--- config.mk ---
export PLATFORM = sky130hd
export DESIGN_NAME = regfile_sb_flat
export DESIGN_NICKNAME = d
export VERILOG_FILES = /design/src/rtl/regfile_pkg.sv /design/src/rtl/regfile_sb_if.sv /design/src/rtl/regfile_scoreboard.sv /design/src/rtl/regfile_sb.sv /design/src/flat_wrapper.sv
export SDC_FILE = /design/constraint.sdc
export NUM_CORES = 1
export LEC_CHECK = 0
export ABC_AREA = 1
export BUFFER_PORTS_ARGS = -buffer_cell sky130_fd_sc_hd__buf_2
export CAP_MARGIN = 15
export CORE_MARGIN = 4
export CORE_UTILIZATION = 50
export DETAILED_ROUTE_END_ITERATION = 10
export PLACE_DENSITY = 0.66
export SYNTH_ARGS = -nofsm -noshare
export SYNTH_HDL_FRONTEND = slang
export SYNTH_SLANG_ARGS = --single-unit
--- constraint.sdc ---
create_clock -name clk -period 12.2 [get_ports clk]
set_input_delay 0 -clock clk [delete_from_list [all_inputs] [get_ports clk]]
set_output_delay 0 -clock clk [all_outputs]
set_load 0.01 [all_outputs]
--- src/rtl/regfile_pkg.sv ---
// regfile_pkg: shared constants, condition-code layout and helper for the regfile_sb slice
package regfile_pkg;
    localparam int DATA_SIZE_DEF = 16;
    localparam int ADDR_SIZE_DEF = 3;
    localparam int CC_N = 2;
    localparam int CC_Z = 1;
    localparam int CC_P = 0;
    typedef logic [2:0] nzp_t;
    localparam nzp_t CC_RST = 3'b010;
    // Exactly one of N/Z/P is set for any value.
    function automatic nzp_t nzp_of(input logic neg, input logic zero);
        nzp_t cc;
        cc[CC_N] = neg;
        cc[CC_Z] = zero;
        cc[CC_P] = !neg && !zero;
        return cc;
    endfunction
endpackage

--- src/rtl/regfile_sb_if.sv ---
// regfile_sb_if: decode/issue/writeback bus of the register file
//   master: drives sr1/sr2/rd_en, issue_en/issue_dr, ld/dr/dr_in
//   slave : drives sr1_out/sr2_out/rd_valid, rd_stall/issue_stall, cc_nzp
interface regfile_sb_if import regfile_pkg::*; #(
    parameter int DATA_SIZE = DATA_SIZE_DEF,
    parameter int ADDR_SIZE = ADDR_SIZE_DEF
);
    logic [ADDR_SIZE-1:0] sr1, sr2, issue_dr, dr;
    logic                 rd_en, issue_en, ld;
    logic [DATA_SIZE-1:0] dr_in, sr1_out, sr2_out;
    logic                 rd_valid, rd_stall, issue_stall;
    nzp_t                 cc_nzp;
    modport master (
        output sr1, sr2, rd_en, issue_en, issue_dr, ld, dr, dr_in,
        input  sr1_out, sr2_out, rd_valid, rd_stall, issue_stall, cc_nzp
    );
    modport slave (
        input  sr1, sr2, rd_en, issue_en, issue_dr, ld, dr, dr_in,
        output sr1_out, sr2_out, rd_valid, rd_stall, issue_stall, cc_nzp
    );
endinterface

--- src/rtl/regfile_scoreboard.sv ---
// regfile_scoreboard: pending-write bits per register, read and issue stall generation
//   in : clk, rst (async, active high), sr1, sr2, rd_en, issue_en, issue_dr, ld, dr
//   out: rd_stall, issue_stall
module regfile_scoreboard import regfile_pkg::*; #(
    parameter int ADDR_SIZE = ADDR_SIZE_DEF,
    parameter int ZERO_REG  = 0
) (
    input  logic                 clk,
    input  logic                 rst,
    input  logic [ADDR_SIZE-1:0] sr1,
    input  logic [ADDR_SIZE-1:0] sr2,
    input  logic                 rd_en,
    input  logic                 issue_en,
    input  logic [ADDR_SIZE-1:0] issue_dr,
    input  logic                 ld,
    input  logic [ADDR_SIZE-1:0] dr,
    output logic                 rd_stall,
    output logic                 issue_stall
);
    localparam int DEPTH = 2**ADDR_SIZE;
    logic [DEPTH-1:0] pend;
    logic             issue_ok;
    // A writeback landing this cycle resolves the hazard without a stall.
    assign rd_stall    = rd_en && ((pend[sr1] && !(ld && dr == sr1)) || (pend[sr2] && !(ld && dr == sr2)));
    assign issue_stall = issue_en && pend[issue_dr] && !(ld && dr == issue_dr);
    assign issue_ok    = issue_en && !issue_stall && !(ZERO_REG != 0 && issue_dr == '0);
    // Set after clear: a same-cycle issue keeps the register pending.
    always_ff @(posedge clk or posedge rst) begin
        if (rst) begin
            pend <= '0;
        end else begin
            if (ld) pend[dr] <= 1'b0;
            if (issue_ok) pend[issue_dr] <= 1'b1;
        end
    end
endmodule

--- src/rtl/regfile_sb.sv ---
// regfile_sb: 2R/1W register file with registered bypassed reads and write scoreboard
//   clk, rst (async, active high); bus: regfile_sb_if.slave
//   Optional condition codes on writeback when REGFILE_CC_EN is defined, else cc_nzp = 0.
module regfile_sb import regfile_pkg::*; #(
    parameter int DATA_SIZE = DATA_SIZE_DEF,
    parameter int ADDR_SIZE = ADDR_SIZE_DEF,
    parameter int ZERO_REG  = 0
) (
    input logic         clk,
    input logic         rst,
    regfile_sb_if.slave bus
);
    localparam int DEPTH = 2**ADDR_SIZE;
    logic [DATA_SIZE-1:0] regs [DEPTH];
    logic                 wr_ok, rd_ok;
    logic [DATA_SIZE-1:0] val1, val2;
    // R0 is never written when hardwired, so it reads as its reset value 0.
    assign wr_ok = bus.ld && !(ZERO_REG != 0 && bus.dr == '0);
    assign val1  = (wr_ok && bus.dr == bus.sr1) ? bus.dr_in : regs[bus.sr1];
    assign val2  = (wr_ok && bus.dr == bus.sr2) ? bus.dr_in : regs[bus.sr2];
    assign rd_ok = bus.rd_en && !bus.rd_stall;
    regfile_scoreboard #(.ADDR_SIZE(ADDR_SIZE), .ZERO_REG(ZERO_REG)) u_sb (
        .clk(clk), .rst(rst), .sr1(bus.sr1), .sr2(bus.sr2), .rd_en(bus.rd_en),
        .issue_en(bus.issue_en), .issue_dr(bus.issue_dr), .ld(bus.ld), .dr(bus.dr),
        .rd_stall(bus.rd_stall), .issue_stall(bus.issue_stall)
    );
    always_ff @(posedge clk or posedge rst) begin
        if (rst) regs <= '{default: '0};
        else if (wr_ok) regs[bus.dr] <= bus.dr_in;
    end
    always_ff @(posedge clk or posedge rst) begin
        if (rst) begin
            bus.sr1_out  <= '0;
            bus.sr2_out  <= '0;
            bus.rd_valid <= 1'b0;
        end else begin
            bus.rd_valid <= rd_ok;
            if (rd_ok) begin
                bus.sr1_out <= val1;
                bus.sr2_out <= val2;
            end
        end
    end
`ifdef REGFILE_CC_EN
    // Codes follow every writeback, including a discarded R0 write.
    always_ff @(posedge clk or posedge rst) begin
        if (rst) bus.cc_nzp <= CC_RST;
        else if (bus.ld) bus.cc_nzp <= nzp_of(bus.dr_in[DATA_SIZE-1], bus.dr_in == '0);
    end
`else
    assign bus.cc_nzp = '0;
`endif
endmodule

--- src/flat_wrapper.sv ---
// flat-port wrapper written by rule: the top's interface ports become plain ports
module regfile_sb_flat import regfile_pkg::*;
#(
    parameter int DATA_SIZE = DATA_SIZE_DEF,
    parameter int ADDR_SIZE = ADDR_SIZE_DEF,
    parameter int ZERO_REG  = 0
)
  (clk, rst, bus_sr1, bus_sr2, bus_rd_en, bus_issue_en, bus_issue_dr, bus_ld, bus_dr, bus_dr_in, bus_sr1_out, bus_sr2_out, bus_rd_valid, bus_rd_stall, bus_issue_stall, bus_cc_nzp);
  regfile_sb_if #(.DATA_SIZE(DATA_SIZE), .ADDR_SIZE(ADDR_SIZE)) bus_i ();
  input logic clk;
  input logic rst;
  input wire logic [$bits(bus_i.sr1)-1:0] bus_sr1;
  input wire logic [$bits(bus_i.sr2)-1:0] bus_sr2;
  input wire logic [$bits(bus_i.rd_en)-1:0] bus_rd_en;
  input wire logic [$bits(bus_i.issue_en)-1:0] bus_issue_en;
  input wire logic [$bits(bus_i.issue_dr)-1:0] bus_issue_dr;
  input wire logic [$bits(bus_i.ld)-1:0] bus_ld;
  input wire logic [$bits(bus_i.dr)-1:0] bus_dr;
  input wire logic [$bits(bus_i.dr_in)-1:0] bus_dr_in;
  output wire logic [$bits(bus_i.sr1_out)-1:0] bus_sr1_out;
  output wire logic [$bits(bus_i.sr2_out)-1:0] bus_sr2_out;
  output wire logic [$bits(bus_i.rd_valid)-1:0] bus_rd_valid;
  output wire logic [$bits(bus_i.rd_stall)-1:0] bus_rd_stall;
  output wire logic [$bits(bus_i.issue_stall)-1:0] bus_issue_stall;
  output wire logic [$bits(bus_i.cc_nzp)-1:0] bus_cc_nzp;
  assign bus_i.sr1 = bus_sr1;
  assign bus_i.sr2 = bus_sr2;
  assign bus_i.rd_en = bus_rd_en;
  assign bus_i.issue_en = bus_issue_en;
  assign bus_i.issue_dr = bus_issue_dr;
  assign bus_i.ld = bus_ld;
  assign bus_i.dr = bus_dr;
  assign bus_i.dr_in = bus_dr_in;
  assign bus_sr1_out = bus_i.sr1_out;
  assign bus_sr2_out = bus_i.sr2_out;
  assign bus_rd_valid = bus_i.rd_valid;
  assign bus_rd_stall = bus_i.rd_stall;
  assign bus_issue_stall = bus_i.issue_stall;
  assign bus_cc_nzp = bus_i.cc_nzp;
  regfile_sb #(.DATA_SIZE(DATA_SIZE), .ADDR_SIZE(ADDR_SIZE), .ZERO_REG(ZERO_REG)) u_core (.clk(clk), .rst(rst), .bus(bus_i));
endmodule
* After elaboration in Yosys (flattened, before gate mapping)
Index checks and enable logic that the tools add are counted.
** Storage, ports and cells
- Register bits :: 169
- Bits of input ports :: 33
- Output and inout port bits :: 38
- Logic and storage cells :: 73
** Operators by class
- Eq/ne operators :: 3
- Bitwise gates (word level) :: 6
- Mux-type cells :: 23
- Magnitude comparators :: 10
- Reduce and logical (&&, ||, !) cells :: 19
** Operator list (count)
- bitwise mux 128 bit :: 1
- 2-to-1 mux 16 bit :: 7
- binary-select mux 16 bit (select 3 bit) :: 2
- demux 16 bit (select 3 bit) :: 1
- less-than comparator 3 x 4 -> 1 bit (second input constant) :: 4
- 2-to-1 mux 8 bit :: 2
- logical AND 1 bit :: 13
- greater-or-equal comparator 4 bit (second input constant) :: 3
- NOT 3 -> 4 bit :: 3
- binary-select mux 1 bit (select 3 bit) :: 3
- equality test 3 bit :: 3
- AND 8 bit :: 1
- NOT 8 bit :: 1
- bitwise OR 8 bit :: 1
- demux 1 bit (select 3 bit) :: 2
- greater-or-equal comparator 3 x 1 -> 1 bit (second input constant) :: 2
- logical NOT 1 bit :: 5
- 2-to-1 mux 1 bit :: 5
- less-than comparator 4 x 1 -> 1 bit (second input constant) :: 1
- logical OR 1 bit :: 1

* Logic depth before layout (Yosys ltp)
Gate-level depths: netlist of run 1.
- Word-level depth :: 9
- Gate-level depth with buffers :: 12
- Depth with buffers taken out :: 10

* Cells and area by module
Synthesis of run 1 repeated with hierarchy kept, for this count alone.
** Second synthesis, totals
- Cells, all modules :: 1475
- Area, all modules :: 10033.4 sq um
** Modules (own cells, without submodules)
- regfile_sb :: area each 9173.8 sq um, instances 1, cells each 1330, seq. area each 4028.9 sq um
- regfile_scoreboard :: area each 859.6 sq um, instances 1, cells each 145, seq. area each 200.2 sq um

* Worst setup path before layout of run 1
OpenSTA, ideal clock, no wires.
- Path kind :: reg2reg
- Start :: register u_core.u_sb.pend[3]
- End :: register u_core.bus.sr1_out[9]
- Arrival time :: 1.152 ns
- Data required time :: 12.135 ns
- Buffers on the path :: 1
- Period minus slack after synthesis :: 1.217 ns
- Setup time :: 0.065 ns
- Setup slack :: 10.983 ns
- Stages on the path, launching flop included :: 11
- Cell sequence :: dfrtp_1 > inv_1 > nand2_1 > nand3_1 > nand3_1 > nand3_2 > nand2_2 > nor2_8 > buf_6 > nand2_1 > nand2_1
** On the way
- Word-level cells in the longest chain between the ends :: 7
- Elaborated cells on any way between the ends :: 10
- Classes of those cells :: 4 x mux; 6 x reduce/logical
** Ends and longest elaborated chain
- start: declaration :: line regfile_scoreboard.sv:21 : logic [DEPTH-1:0] pend;
- start signal: assignment :: line regfile_scoreboard.sv:30 : pend <= '0;
- start signal: indexed assignment :: line regfile_scoreboard.sv:32 : if (ld) pend[dr] <= 1'b0;
- start signal: indexed assignment :: line regfile_scoreboard.sv:33 : if (issue_ok) pend[issue_dr] <= 1'b1;
- binary-select mux 1 bit (select 3 bit) :: line regfile_scoreboard.sv:24 : assign rd_stall = rd_en && ((pend[sr1] && !(ld && dr == sr1)) || (pend[sr2] && !(ld && dr == sr2)));
- 2-to-1 mux 1 bit (not written as such) :: line regfile_scoreboard.sv:24
- logical AND 1 bit :: line regfile_scoreboard.sv:24
- logical OR 1 bit (*) :: line regfile_scoreboard.sv:24
- logical AND 1 bit (*) :: line regfile_scoreboard.sv:24
- logical NOT 1 bit (*) :: line regfile_sb.sv:21 : assign rd_ok = bus.rd_en && !bus.rd_stall;
- logical AND 1 bit (*) :: line regfile_sb.sv:21
- end signal: assignment :: line regfile_sb.sv:39 : bus.sr1_out <= val1;
- end: declaration :: line regfile_sb_if.sv:19 : output sr1_out, sr2_out, rd_valid, rd_stall, issue_stall, cc_nzp
Every way passes the cells marked *; elsewhere a longest branch is shown, timed or not. The select of a mux whose other input is x is not followed.
A chain may end at the register's enable or synchronous reset.

* Worst setup path after layout of run 1
- Start :: input bus_sr1[2]
- End :: register u_core.bus.sr2_out[8]
** On the way
- Word-level cells in the longest chain between the ends :: 8
- Elaborated cells on any way between the ends :: 10
- Classes of those cells :: 1 x eq/ne; 2 x mux; 7 x reduce/logical
** Ends and longest elaborated chain
- start: declaration :: line flat_wrapper.sv:12 : input wire logic [$bits(bus_i.sr1)-1:0] bus_sr1;
- branches (longest 3 deep; another with binary-select mux 1 bit (select 3 bit))
- logical AND 1 bit (*) :: line regfile_scoreboard.sv:24
- logical OR 1 bit (*) :: line regfile_scoreboard.sv:24
- logical AND 1 bit (*) :: line regfile_scoreboard.sv:24
- logical NOT 1 bit (*) :: line regfile_sb.sv:21
- logical AND 1 bit (*) :: line regfile_sb.sv:21
- end signal: assignment :: line regfile_sb.sv:40 : bus.sr2_out <= val2;
- end: declaration :: line regfile_sb_if.sv:19
Mark *: on every way between the ends. The select of a mux whose other input is x is not followed.

==> results of run 1 <==
==> worst max-delay path, delay by kind of cell <==
kind,cells,cell delay (ns)
AND/OR/NAND/NOR,8,1.79
buffers and inverters,2,0.81
==> sequential cells by signal (all words and copies together) (netlist names) <==
signal,cells
u_core.bus.rd_valid,1
u_core.bus.sr1_out,16
u_core.regs,128
u_core.u_sb.pend,8
u_core.bus.sr2_out,16
==> worst paths after layout <==
| check | from | endpoint | slack, ns | depth (start not counted) |
|---|---|---|---|---|
| min in group asynchronous | rst | u_core.regs[41]$_DFFE_PP0P_ | 0.34 | 3 |
| max | bus_sr1[2] | u_core.bus.sr2_out[8]$_DFFE_PP0P_ | 9.90 | 10 |
| min | bus_dr_in[7] | u_core.regs[7]$_DFFE_PP0P_ | -0.002 | 3 |
| max reg2reg | u_core.u_sb.pend[6]$_DFF_PP0_ | u_core.u_sb.pend[5]$_DFF_PP0_ | 10.33 | 10 |
| min reg2reg | u_core.bus.sr1_out[7]$_DFFE_PP0P_ | u_core.bus.sr1_out[7]$_DFFE_PP0P_ | 0.47 | 2 |
| max in group asynchronous | rst | u_core.bus.sr1_out[3]$_DFFE_PP0P_ | 10.41 | 4 |
==> cells in the mapped netlist, drive strengths merged <==
library cell	instances	area [um^2]
dfrtp	169	4230
nand2	542	2040
inv	50	188
nand3	215	1090
buf	55	312
nor3	9	45.0
o21ai	134	671
conb	1	3.75
clkbuf	36	135
nor2	58	236
a21oi	17	85.1
a31oi	23	144
==> repair_timing <==
action	CTS	global route
setup endpoints to repair	0	0
endpoints found under the hold margin	141	0
hold buffers	15	0
==> placed cells by master (no fill, tap or decap), types with 9 or more instances in the layout <==
cell and count:
a21oi_1 17, a31oi_1 23, buf_2 67, buf_4 10, clkbuf_16 17, dfrtp_1 169
dlygate4sd3_1 15, inv_1 40, inv_2 9, nand2_1 539, nand3_1 212, nor2_1 55
nor3_1 9, o21ai_0 134
==> layout make-up <==
class	count	area, um^2
fillers	1750	7760
multi-input cells	1001	4330
flip-flops and latches	169	4230
repair buffers	94	616
clock buffers	20	447
well taps	229	287
inverters	50	193
clock inverters	12	166
==> routing by layer <==
layer | part of all wire [%] | global-route usage, % | vias up
met3 | 10 | 5.92 | 43
met5 | 0 | 0 | -
met4 | 1.7 | 9.42 | 0
met1 | 44 | 40.4 | 4154
li1 | - | - | 4291
met2 | 44 | 41.1 | 512
==> cells by family after synthesis <==
kind of cell    count (synthesis)
simple gates                  824
flops                         169
other cells                     1
compound gates                174
buf+inv                       141
==> report_power, final <==
group          internal, uW  switching [uW]
Clock                   332             236
Combinational           153             252
Sequential              693            94.8
==> stage by stage <==
stage          total power (uW)  util, %
2_1_floorplan              1050        -
3_3_place_gp               1180     52.4
3_5_place_dp               1190     52.4
4_1_cts                    1760     56.6
5_1_grt                    1860     56.9
6_report                   1760     56.9
==> impl_summary.md, run 1 <==
Logic synthesis
The post-synthesis instance area is 9180 um^2. The synthesized instance count is about 1,300. A synthesized cell averages between 7 and 8 um^2. The warning count from the yosys run is 0. The distinct cell type count after synthesis is 20. The synthesized-area fraction occupied by adder cells is 0%. After Yosys synthesis, XOR and XNOR cells account for 0% of the synthesized area. In this run, synthesis produced a sequential element count of around 170. The combinational family with the most area after synthesis is simple AND/OR/NAND/NOR gates. The share of the yosys chip area belonging to registers is between 40 and 50%.

Of the total synthesized cell area, the portion taken by AND, OR, NAND and NOR gates is 37.2%. The multiplexer share of the synthesized area is 0%. Summing the areas of all compound-gate instances in the mapped netlist gives roughly a tenth of the synthesized area.

Setup path
For this design, the slowest cell found on the critical path is nand3_2. Data arrives at the worst endpoint at 2.62 ns. STA classifies the critical path endpoint as a flip-flop. The highest fanout seen on the critical path is 33.

The worst setup path is of the input pin to flip-flop kind. The endpoint required time on the critical path is 12.52 ns. The most frequent cell on the critical path is nand2_1. The signal on the critical path passes through buf_2 -> inv_2 -> nand2_1 -> nand2_1 -> nor2_2 -> nand2_2 -> nand3_2 -> nand3_2 -> nand2_1 -> nand2_1.

The largest single stage delay on the critical path is between 0.5 and 0.6 ns. The kind of launch point of the worst setup path is an input pin.

Power
For this design the ratio of total power to cell area is between 150 and 200 nW/um^2. The worst vdd rail ir drop is 107 uV. Summed over all cells, the static leakage comes to 0.00510 uW.

Layout
The post-layout instance count excluding filler cells is 1,575. From synthesis to final layout, the design area changed by 11.8%. At the end of the flow, the number of nets in the layout was 1,366. The repair_antennas step left the layout with diodes totalling 0. The post-route cell area is 10,300 um^2.

Of the cells placed in the final design, the portion with a size suffix greater than 1 is 9.51%.

Die
The effective utilization at floorplan is 50.9%. The floorplan step set the die width to about 140 um. The die outline area is 20,600 um^2.

The die extent in y is approximately 140 um. Pin placement for this block handled 71 I/O pins. The site row count is 49. The core box area is 18,000 um^2.

Drt
The vias after detailed routing is roughly 9,000. The pre-antenna-repair detailed-routing pass consisted of 7 iterations. The routed length per instance is 17.6 um.

For this run, design rule violations remaining after detail routing come to 0. After the first detailed-routing iteration, the DRC count stood at 1,080. Using the TritonRoute via totals, the vias-per-cell ratio works out to 5.71.

Once detail routing completed, the nets flagged for antenna violations numbered 0. The aggregate routed wire length is between 20,000 and 30,000 um.

Clock network
Buffers inserted during clock tree synthesis total 17. The root cell of the clock tree is clkbuf_16. Post-CTS repair changed the size of 0 cells. Once the clock tree was built, the setup fixing pass inserted 0 buffers.

Clock-pin slew was measured on the worst setup and hold paths at 0.07 ns. Clock latency on the worst-skew pair, taken at its later pin, is 0.43 ns. The longest clock path from root to sink contains 2 buffers.

The H-tree depth is 4. The number of sinks driven by the clock tree is 169. TritonCTS built the clock tree.

Placement
The total placed instance area is 9450 um^2. At the end of routability-driven placement, the weighted congestion stood at 0.836. The instance count after placement with tap cells included is 1,526. The pre-CTS setup slack is between 9 and 10 ns.

The HPWL after detailed placement is 16,100 um. The count of port buffers added during placement is 67.

Global route
The total congestion overflow is 0. The number of antenna violations at the first check in global routing is 0. Entering global routing, the biggest net connects 104 pins. The first global-routing pass estimated 44,900 um of wire.

The global-route total usage across every layer is between 20% and 30%. The number of global-route vias before repair is 8,265.

Timing
Setup repair after global routing left no endpoint under its margin. At the pin with the least slew margin, the transition time is 1.14 ns. Setup violations remaining at the end of the flow were counted as 0. The remaining max-slew budget at the tightest pin is a little under a quarter. The setup clock skew after layout is 0.0104 ns.

After layout, the worst setup slack is roughly 9.9 ns. Hold timing on the final database bottoms out at a slack of -0.00174 ns. The final number of hold-violating endpoints was 2.

The minimum clock period is 2.30 ns. Setup total negative slack on the finished layout was measured at 0 ns. Dividing the final minimum period by the clock period gives 18.9%. The max-slew violation count is 0.

The highest clock frequency the design can meet is 434 MHz.

Outcome
The checks that failed: hold timing. The run finished, with violations left.

Run
The number of max-cap violations is 0.

Min path
The class of the most critical hold timing path is input pin to flip-flop.
(Power assumes the default switching activity.)
==> run 2: changes to the inputs <==
==> constraint.sdc (replaced) <==
create_clock -name clk -period 2.3 [get_ports clk]
set_input_delay 0 -clock clk [delete_from_list [all_inputs] [get_ports clk]]
set_output_delay 0 -clock clk [all_outputs]
set_load 0.01 [all_outputs]
==> impl_summary.md, run 2 (synthesis results as in run 1) <==
Setup path
The length in cells of the worst reg-to-reg path is 8 (was 10). The endpoint required time on the critical path is 2.62 ns (was 12.52 ns). The type of destination of the critical path is a flip-flop (unchanged). The launch instance of the worst register-to-register path is u_core.u_sb.pend[3]$_DFF_PP0_ (was u_core.u_sb.pend[6]$_DFF_PP0_). The kind of launch point of the worst setup path was a flip-flop (was input pin). The data arrival time at the worst-slack endpoint was 2.24 ns (was 2.62 ns). The endpoint of the worst register-to-register path is u_core.bus.sr1_out[3]$_DFFE_PP0P_ (was u_core.u_sb.pend[5]$_DFF_PP0_). The highest fanout seen on the critical path is 32 (was 33).

The type of the worst setup path is flip-flop to flip-flop (was input pin to flip-flop). The minimum setup slack among reg-to-reg paths is 0.38 ns (was 10.33 ns).

Layout
Registers with the highest flip-flop counts: u_core.regs x128, u_core.bus.sr1_out x16, u_core.bus.sr2_out x16 (unchanged). Top library cells by usage in the layout, fill and taps aside: nand2_1 (539), nand3_1 (212), dfrtp_1 (169), o21ai_0 (134), buf_2 (67) (unchanged). The flip-flop count of the largest register after layout came to 128 (unchanged). The register containing the most flip-flops in the final layout is u_core.regs (unchanged). The fraction of layout cells with a size suffix above 1 is 11.0% (was 9.51%). The antenna diode count is 0 (unchanged). The total area of sequential cells is 4230 um^2 (unchanged).

The net total in the final layout is 1,391 (was 1,366). The multi-input gate area in the final layout is 4330 um^2 (unchanged). The number of fill cells is 1,691 (was 1,750). The leading cell type in the layout, fill and taps excluded is nand2_1 (unchanged).

The post-synthesis to final-layout area growth came to 14.4% (was 11.8%).

Clock network
The clock buffer count from CTS was 17 (unchanged). The CTS tree is yes (unchanged). The root cell of the clock tree is clkbuf_16 (unchanged). The source-to-sink clock delay at the later pin of the worst-skew pair is 0.44 ns (was 0.43 ns).

The H-tree depth is 4 (unchanged). The number of sinks driven by the clock tree is 169 (unchanged). The number of buffers on the longest clock path is 2 (unchanged). The CTS clock-pin slew for the worst setup and hold paths is 0.07 ns (about the same).

The number of gates given a new drive strength after cts is 0 (unchanged).

Drt
The first-pass iteration count of the detailed router came to 6 (was 7). The post-route antenna net violation count was 0 (unchanged). The aggregate routed wire length came to 28,500 um (was 27,700 um). The count of unresolved DRC violations after routing is 0 (unchanged).

The vias after detailed routing came to 8,963 (was 9,000). The vias per cell is 5.60 (was 5.71). The routed length per instance is 17.8 um (was 17.6 um). The violation count after the first detailed-routing iteration came to 1,062 (was 1,080).

Global route
The global-route wire length before repair was 45,800 um (was 44,900 um). The number of antenna violations at the first check in global routing is 0 (unchanged). The pin count of the biggest net entering global routing was 69 (was 104). The total congestion overflow is 0 (unchanged). The number of global-route vias before repair came to 8,066 (was 8,265). The global-route total usage across every layer was 28.5% (was 27.7%).

Power
The leakage power figure came to 0.00523 uW (was 0.00510 uW). The power density of the placed cells is 877 nW/um^2 (was 172 nW/um^2). The worst vdd rail ir drop is 593 uV (was 107 uV).

Die
The die extent in y is 144 um (unchanged). The die outline area is 20,600 um^2 (unchanged). The number of top-level design ports came to 71 (unchanged). The core box area is 18,000 um^2 (unchanged). The site row count is 49 (unchanged).

The width of the die was 144 um (unchanged). The effective utilization at floorplan is 50.9% (unchanged).

Timing
The setup slack of the critical path after layout came to 0.377 ns (was 9.90 ns). The max-slew violation count is 0 (unchanged). The setup clock skew after layout is 0.0122 ns (was 0.0104 ns). RSZ-0062 raised after global routing: no (unchanged). The share of the cycle needed by the critical path after routing is around 84%. The highest clock frequency the design can meet is about 520 MHz. The sum of negative setup slack is 0 ns (unchanged). The remaining max-slew budget at the tightest pin came to 21.1% (was 23.9%). The final number of setup-violating endpoints is 0 (unchanged). The final number of hold-violating endpoints is 0 (was 2). The smallest clock period supported by the final layout is computed as between 1.5 and 2 ns. The transition at the pin with the smallest max-transition slack was 1.18 ns (was 1.14 ns).

Min path
The class of the most critical hold timing path is input pin to flip-flop (unchanged). The cell depth of the worst hold path is 5 (was 3). The worst-case hold path end point is u_core.bus.sr2_out[14]$_DFFE_PP0P_ (was u_core.regs[7]$_DFFE_PP0P_). The worst hold path startpoint is bus_dr_in[14] (was bus_dr_in[7]).

Outcome
Status: finished clean (was complete, but fails checks).

Placement
The count of port buffers added during placement is 67 (unchanged). The HPWL after detailed placement is 17,800 um (was 16,100 um). The pre-CTS setup slack is 0.317 ns (was 9.52 ns). The last weighted congestion value of the routability-driven placer is 0.867 (was 0.836).

Run
The number of max-cap violations is 0 (unchanged).
[run 2: changes by cell type in the layout (fill, tap and decap cells not counted), sizes merged]
cell         delta
clkbuf          +1
buf            +23
bufinv          -2
inv             -1
dlygate4sd3     +2
clkinvlp        +2
[run 2: per-layer routing]
metal | vias to the layer above | GRT usage (%) | part of all wire [%]
met2 | 431 | 41.8 | 43
li1 | 4346 | - | -
met1 | 4126 | 42.6 | 45
met3 | 60 | 5.99 | 9.3
met5 | - | 0 | 0
met4 | 0 | 8.67 | 2.1
[run 2: final cells by class]
| type | count | area share [%] |
|---|---|---|
| multi-input cells | 1001 | 41.2 |
| flip-flops and latches | 169 | 40.3 |
| repair buffers | 119 | 8.48 |
| clock buffers | 21 | 4.39 |
| well taps | 229 | 2.73 |
| inverters | 50 | 1.82 |
| clock inverters | 11 | 1.08 |
[run 2: worst max path at each step]
stage,cells after the start,endpoint,start,slack [ns]
6_report,8,u_core.bus.sr1_out[3]$_DFFE_PP0P_,u_core.u_sb.pend[3]$_DFF_PP0_,0.38
5_1_grt,8,u_core.bus.sr1_out[12]$_DFFE_PP0P_,u_core.u_sb.pend[3]$_DFF_PP0_,0.19
3_3_place_gp,8,u_core.bus.sr1_out[5]$_DFFE_PP0P_,bus_sr2[1],0.39
3_5_place_dp,8,u_core.bus.sr1_out[3]$_DFFE_PP0P_,bus_sr2[1],0.32
4_1_cts,8,u_core.bus.sr1_out[3]$_DFFE_PP0P_,u_core.u_sb.pend[3]$_DFF_PP0_,0.39
2_1_floorplan,1,u_core.bus.rd_valid$_DFF_PP0_,rst,0.15
[run 2: worst max-delay path, stage by stage (launching register included)]
cell	delay, ns
dfrtp_1	0.38
inv_1	0.12
nand2_1	0.07
nand3_1	0.09
nand3_1	0.10
nand3_2	0.12
nand3_2	0.57
nand2_1	0.26
nand2_1	0.08
[run 2: per-stage QoR]
stage	power, uW	instance area, um^2	hold WS [ns]	instances	utilization [%]
2_1_floorplan	5590	9190	0.197	1311	-
3_3_place_gp	6330	9670	0.141	1548	53.7
6_report	9200	10500	0.0188	1600	58.3
5_1_grt	9800	10500	0.0381	1600	58.3
4_1_cts	9210	10400	0.00721	1597	57.8
3_5_place_dp	6380	9670	0.135	1548	53.7
[run 2: power breakdown]
part	total [uW]	internal [uW]	switching, uW
Clock	2820	1570	1250
Sequential	4190	3670	517
Combinational	2190	855	1340
Total	9200	6100	3110
[run 2: repair_timing]
item                                    in CTS  in global routing
setup buffers                                0                  0
hold buffers                                17                  0
endpoints found under the setup margin       0                  0
hold endpoints to repair                    68                  0
==> run 3: changes to the inputs <==
==> constraint.sdc (replaced) <==
create_clock -name clk -period 1.99 [get_ports clk]
set_input_delay 0 -clock clk [delete_from_list [all_inputs] [get_ports clk]]
set_output_delay 0 -clock clk [all_outputs]
set_load 0.01 [all_outputs]
==> impl_summary.md, run 3 (synthesis results as in run 1) <==
Setup path
The endpoint required time on the critical path is 2.29 ns (was 2.62 ns). The minimum setup slack among reg-to-reg paths is 0.17 ns (was 0.38 ns). The length in cells of the worst reg-to-reg path came to 10 (was 8). The most frequent cell on the critical path is nand2_1 (unchanged). The cell type group with the largest total delay on the critical path was buffers and inverters (was simple AND/OR/NAND/NOR gates). The endpoint of the worst register-to-register path is u_core.u_sb.pend[2]$_DFF_PP0_ (was u_core.bus.sr1_out[3]$_DFFE_PP0P_).

Ordered cell list for the critical path: inv_1 -> o21ai_1 -> nand2_1 -> nand2_1 -> nand2_1 -> nand2_1 -> nand2_2 -> nand3_1 -> dlygate4sd3_1 -> o21ai_0 (was inv_1 -> nand2_1 -> nand3_1 -> nand3_1 -> nand3_2 -> nand3_2 -> nand2_1 -> nand2_1). The data arrival time at the worst-slack endpoint came to 2.12 ns (was 2.24 ns). The buffer and inverter count on the worst path is 2 (was 1). The delay contributed by the slowest stage of the critical path is 0.55 ns (was 0.57 ns).

The type of destination of the critical path was a flip-flop (unchanged). The type of the worst setup path is flip-flop to flip-flop (unchanged). The highest fanout seen on the critical path is 9 (was 32). The launch instance of the worst register-to-register path was u_core.u_sb.pend[4]$_DFF_PP0_ (was u_core.u_sb.pend[3]$_DFF_PP0_). The kind of launch point of the worst setup path is a flip-flop (unchanged).

The cell at the slowest stage of the critical path is dlygate4sd3_1 (was nand3_2).

Die
The die outline area was 20,600 um^2 (unchanged). The die extent in y is 144 um (unchanged). The effective utilization at floorplan is 50.9% (unchanged). The core box area is 18,000 um^2 (unchanged). The site row count was 49 (unchanged). The width of the die is 144 um (unchanged). The number of top-level design ports was 71 (unchanged).

Power
The portion of total power attributed to sequential cells is 44.7% (was 45.5%). The share of total power consumed by net switching was 32.5% (was 33.8%). The fraction of power consumed by the clock network is 32.1% (was 30.6%).

The internal power of the cells is 7350 uW (was 6100 uW). The part of the total power dissipated in combinational logic came to 23.2% (was 23.8%). The total net switching power is 3550 uW (was 3110 uW). The final total power is 10,900 uW (was 9200 uW). The power density of the placed cells is 1040 nW/um^2 (was 877 nW/um^2). The worst vdd rail ir drop is 678 uV (was 593 uV). The leakage power figure is 0.00521 uW (was 0.00523 uW).

Placement
The total placed instance area is 9670 um^2 (about the same). The last weighted congestion value of the routability-driven placer is 0.925 (was 0.867). The pre-CTS setup slack came to 0.391 ns (was 0.317 ns).

The count of port buffers added during placement is 67 (unchanged). The HPWL after detailed placement is 16,900 um (was 17,800 um).

Global route
The number of antenna violations at the first check in global routing came to 0 (unchanged). The number of global-route vias before repair is 8,445 (was 8,066). The global-route wire length before repair was 46,300 um (was 45,800 um). The total congestion overflow is 0 (unchanged). The pin count of the biggest net entering global routing is 120 (was 69). The global-route total usage across every layer is 29.1% (was 28.5%).

Min path
The worst hold path startpoint is bus_issue_dr[1] (was bus_dr_in[14]). The worst-case hold path end point is u_core.u_sb.pend[0]$_DFF_PP0_ (was u_core.bus.sr2_out[14]$_DFFE_PP0P_). The cell depth of the worst hold path is 4 (was 5). The class of the most critical hold timing path is input pin to flip-flop (unchanged).

Layout
Top library cells by usage in the layout, fill and taps aside: nand2_1 (538), nand3_1 (212), dfrtp_1 (169), o21ai_0 (131), buf_2 (67) (was nand2_1 (539), nand3_1 (212), dfrtp_1 (169), o21ai_0 (134), buf_2 (67)). The net total in the final layout is 1,388 (was 1,391). The flip-flop count of the largest register after layout was 128 (unchanged).

The register containing the most flip-flops in the final layout is u_core.regs (unchanged). The fraction of layout cells with a size suffix above 1 came to 10.7% (was 11.0%). The post-synthesis to final-layout area growth is 14.2% (was 14.4%).

The antenna diode count came to 0 (unchanged). The post-route cell area came to 10,500 um^2 (about the same). Registers with the highest flip-flop counts: u_core.regs x128, u_core.bus.sr1_out x16, u_core.bus.sr2_out x16 (unchanged).

The leading cell type in the layout, fill and taps excluded is nand2_1 (unchanged).

Drt
The violation count after the first detailed-routing iteration was 1,001 (was 1,062). The post-route antenna net violation count came to 0 (unchanged). The count of unresolved DRC violations after routing was 0 (unchanged). The routed length per instance is 18.1 um (was 17.8 um).

The aggregate routed wire length is 29,000 um (was 28,500 um). The vias after detailed routing was 9,005 (was 8,963). The first-pass iteration count of the detailed router came to 6 (unchanged).

The vias per cell is 5.64 (was 5.60).

Timing
The sum of negative setup slack came to 0 ns (unchanged). The share of the cycle needed by the critical path after routing is 91.3% (was 83.6%). The worst slack on hold paths was 0.0150 ns (was 0.0188 ns). The setup clock skew after layout is 0.0102 ns (was 0.0122 ns). The final number of hold-violating endpoints is 0 (unchanged). The setup slack of the critical path after layout is 0.174 ns (was 0.377 ns). The minimum clock period is 1.82 ns (was 1.92 ns). The highest clock frequency the design can meet is 551 MHz (was 520 MHz). The transition at the pin with the smallest max-transition slack was 0.662 ns (was 1.18 ns). The remaining max-slew budget at the tightest pin was 55.8% (was 21.1%). The max-slew violation count came to 0 (unchanged).

The final number of setup-violating endpoints was 0 (unchanged).

Outcome
Status: finished clean (unchanged).

Clock network
The number of buffers on the longest clock path is 2 (unchanged). The number of sinks driven by the clock tree is 169 (unchanged). The clock buffer count from CTS is 17 (unchanged).

The buffer count from post-CTS setup fixing came to 0 (unchanged). The CTS tree is yes (unchanged). The H-tree depth is 4 (unchanged). The CTS clock-pin slew for the worst setup and hold paths came to 0.06 ns (was 0.07 ns). The source-to-sink clock delay at the later pin of the worst-skew pair was 0.43 ns (was 0.44 ns).

The root cell of the clock tree is clkbuf_16 (unchanged).

Run
The number of max-cap violations is 0 (unchanged).
[run 3: power by group through the flow]
| stage | Sequential (uW) | Combinational, uW | Clock (uW) |
|---|---|---|---|
| after floorplan | 4880 | 1580 | 0 |
| after global placement | 4890 | 2440 | 0 |
| after detailed placement | 4900 | 2490 | 0 |
| after CTS | 4850 | 2530 | 3550 |
| after global routing | 4970 | 2920 | 3700 |
| final | 4870 | 2530 | 3500 |
[run 3: layout make-up]
class | count | area [um^2]
timing repair buffer | 116 | 826
clock inverter | 9 | 138
multi-input combinational | 1001 | 4330
clock buffer | 23 | 488
inverter | 50 | 191
tap | 229 | 287
sequential | 169 | 4230
fill | 1744 | 7540
[run 3: stage by stage]
stage	cells	util, %
final	1597	58.2
after global routing	1597	58.2
after CTS	1597	58.2
after detailed placement	1546	53.7
after global placement	1546	53.7
after floorplan	1311	-
[run 3: layer usage]
metal  track usage, %  vias to the layer above  routed length (um)
met2             42.6                      430               12500
met3             6.72                       72                2650
met5                0                        -                   0
met1             42.6                     4157               13000
li1                 -                     4346                   -
met4             10.3                        0                 736
[run 3: worst max-delay path by stage]
| stage | end | startpoint | slack [ns] | depth (start not counted) |
|---|---|---|---|---|
| final | u_core.u_sb.pend[2]$_DFF_PP0_ | u_core.u_sb.pend[4]$_DFF_PP0_ | 0.17 | 10 |
| after global routing | u_core.u_sb.pend[2]$_DFF_PP0_ | bus_issue_dr[2] | -0.07 | 11 |
| after CTS | u_core.u_sb.pend[2]$_DFF_PP0_ | u_core.u_sb.pend[4]$_DFF_PP0_ | 0.04 | 10 |
| after detailed placement | u_core.bus.sr2_out[4]$_DFFE_PP0P_ | bus_sr2[1] | 0.39 | 9 |
| after global placement | u_core.bus.sr2_out[14]$_DFFE_PP0P_ | bus_sr2[1] | 0.41 | 10 |
| after floorplan | u_core.bus.rd_valid$_DFF_PP0_ | rst | -0.16 | 1 |
[run 3: tightest hold or removal path: stages]
cell,delay [ns]
buf_2,0.15
nor3_1,0.07
nand3_1,0.08
o21ai_0,0.09
[run 3: repair_timing]
action | 4_1_cts | 5_1_grt
hold buffers | 19 | 0
resized for setup | 0 | 4
endpoints found under the setup margin | 0 | 1
endpoints found under the hold margin | 229 | 0
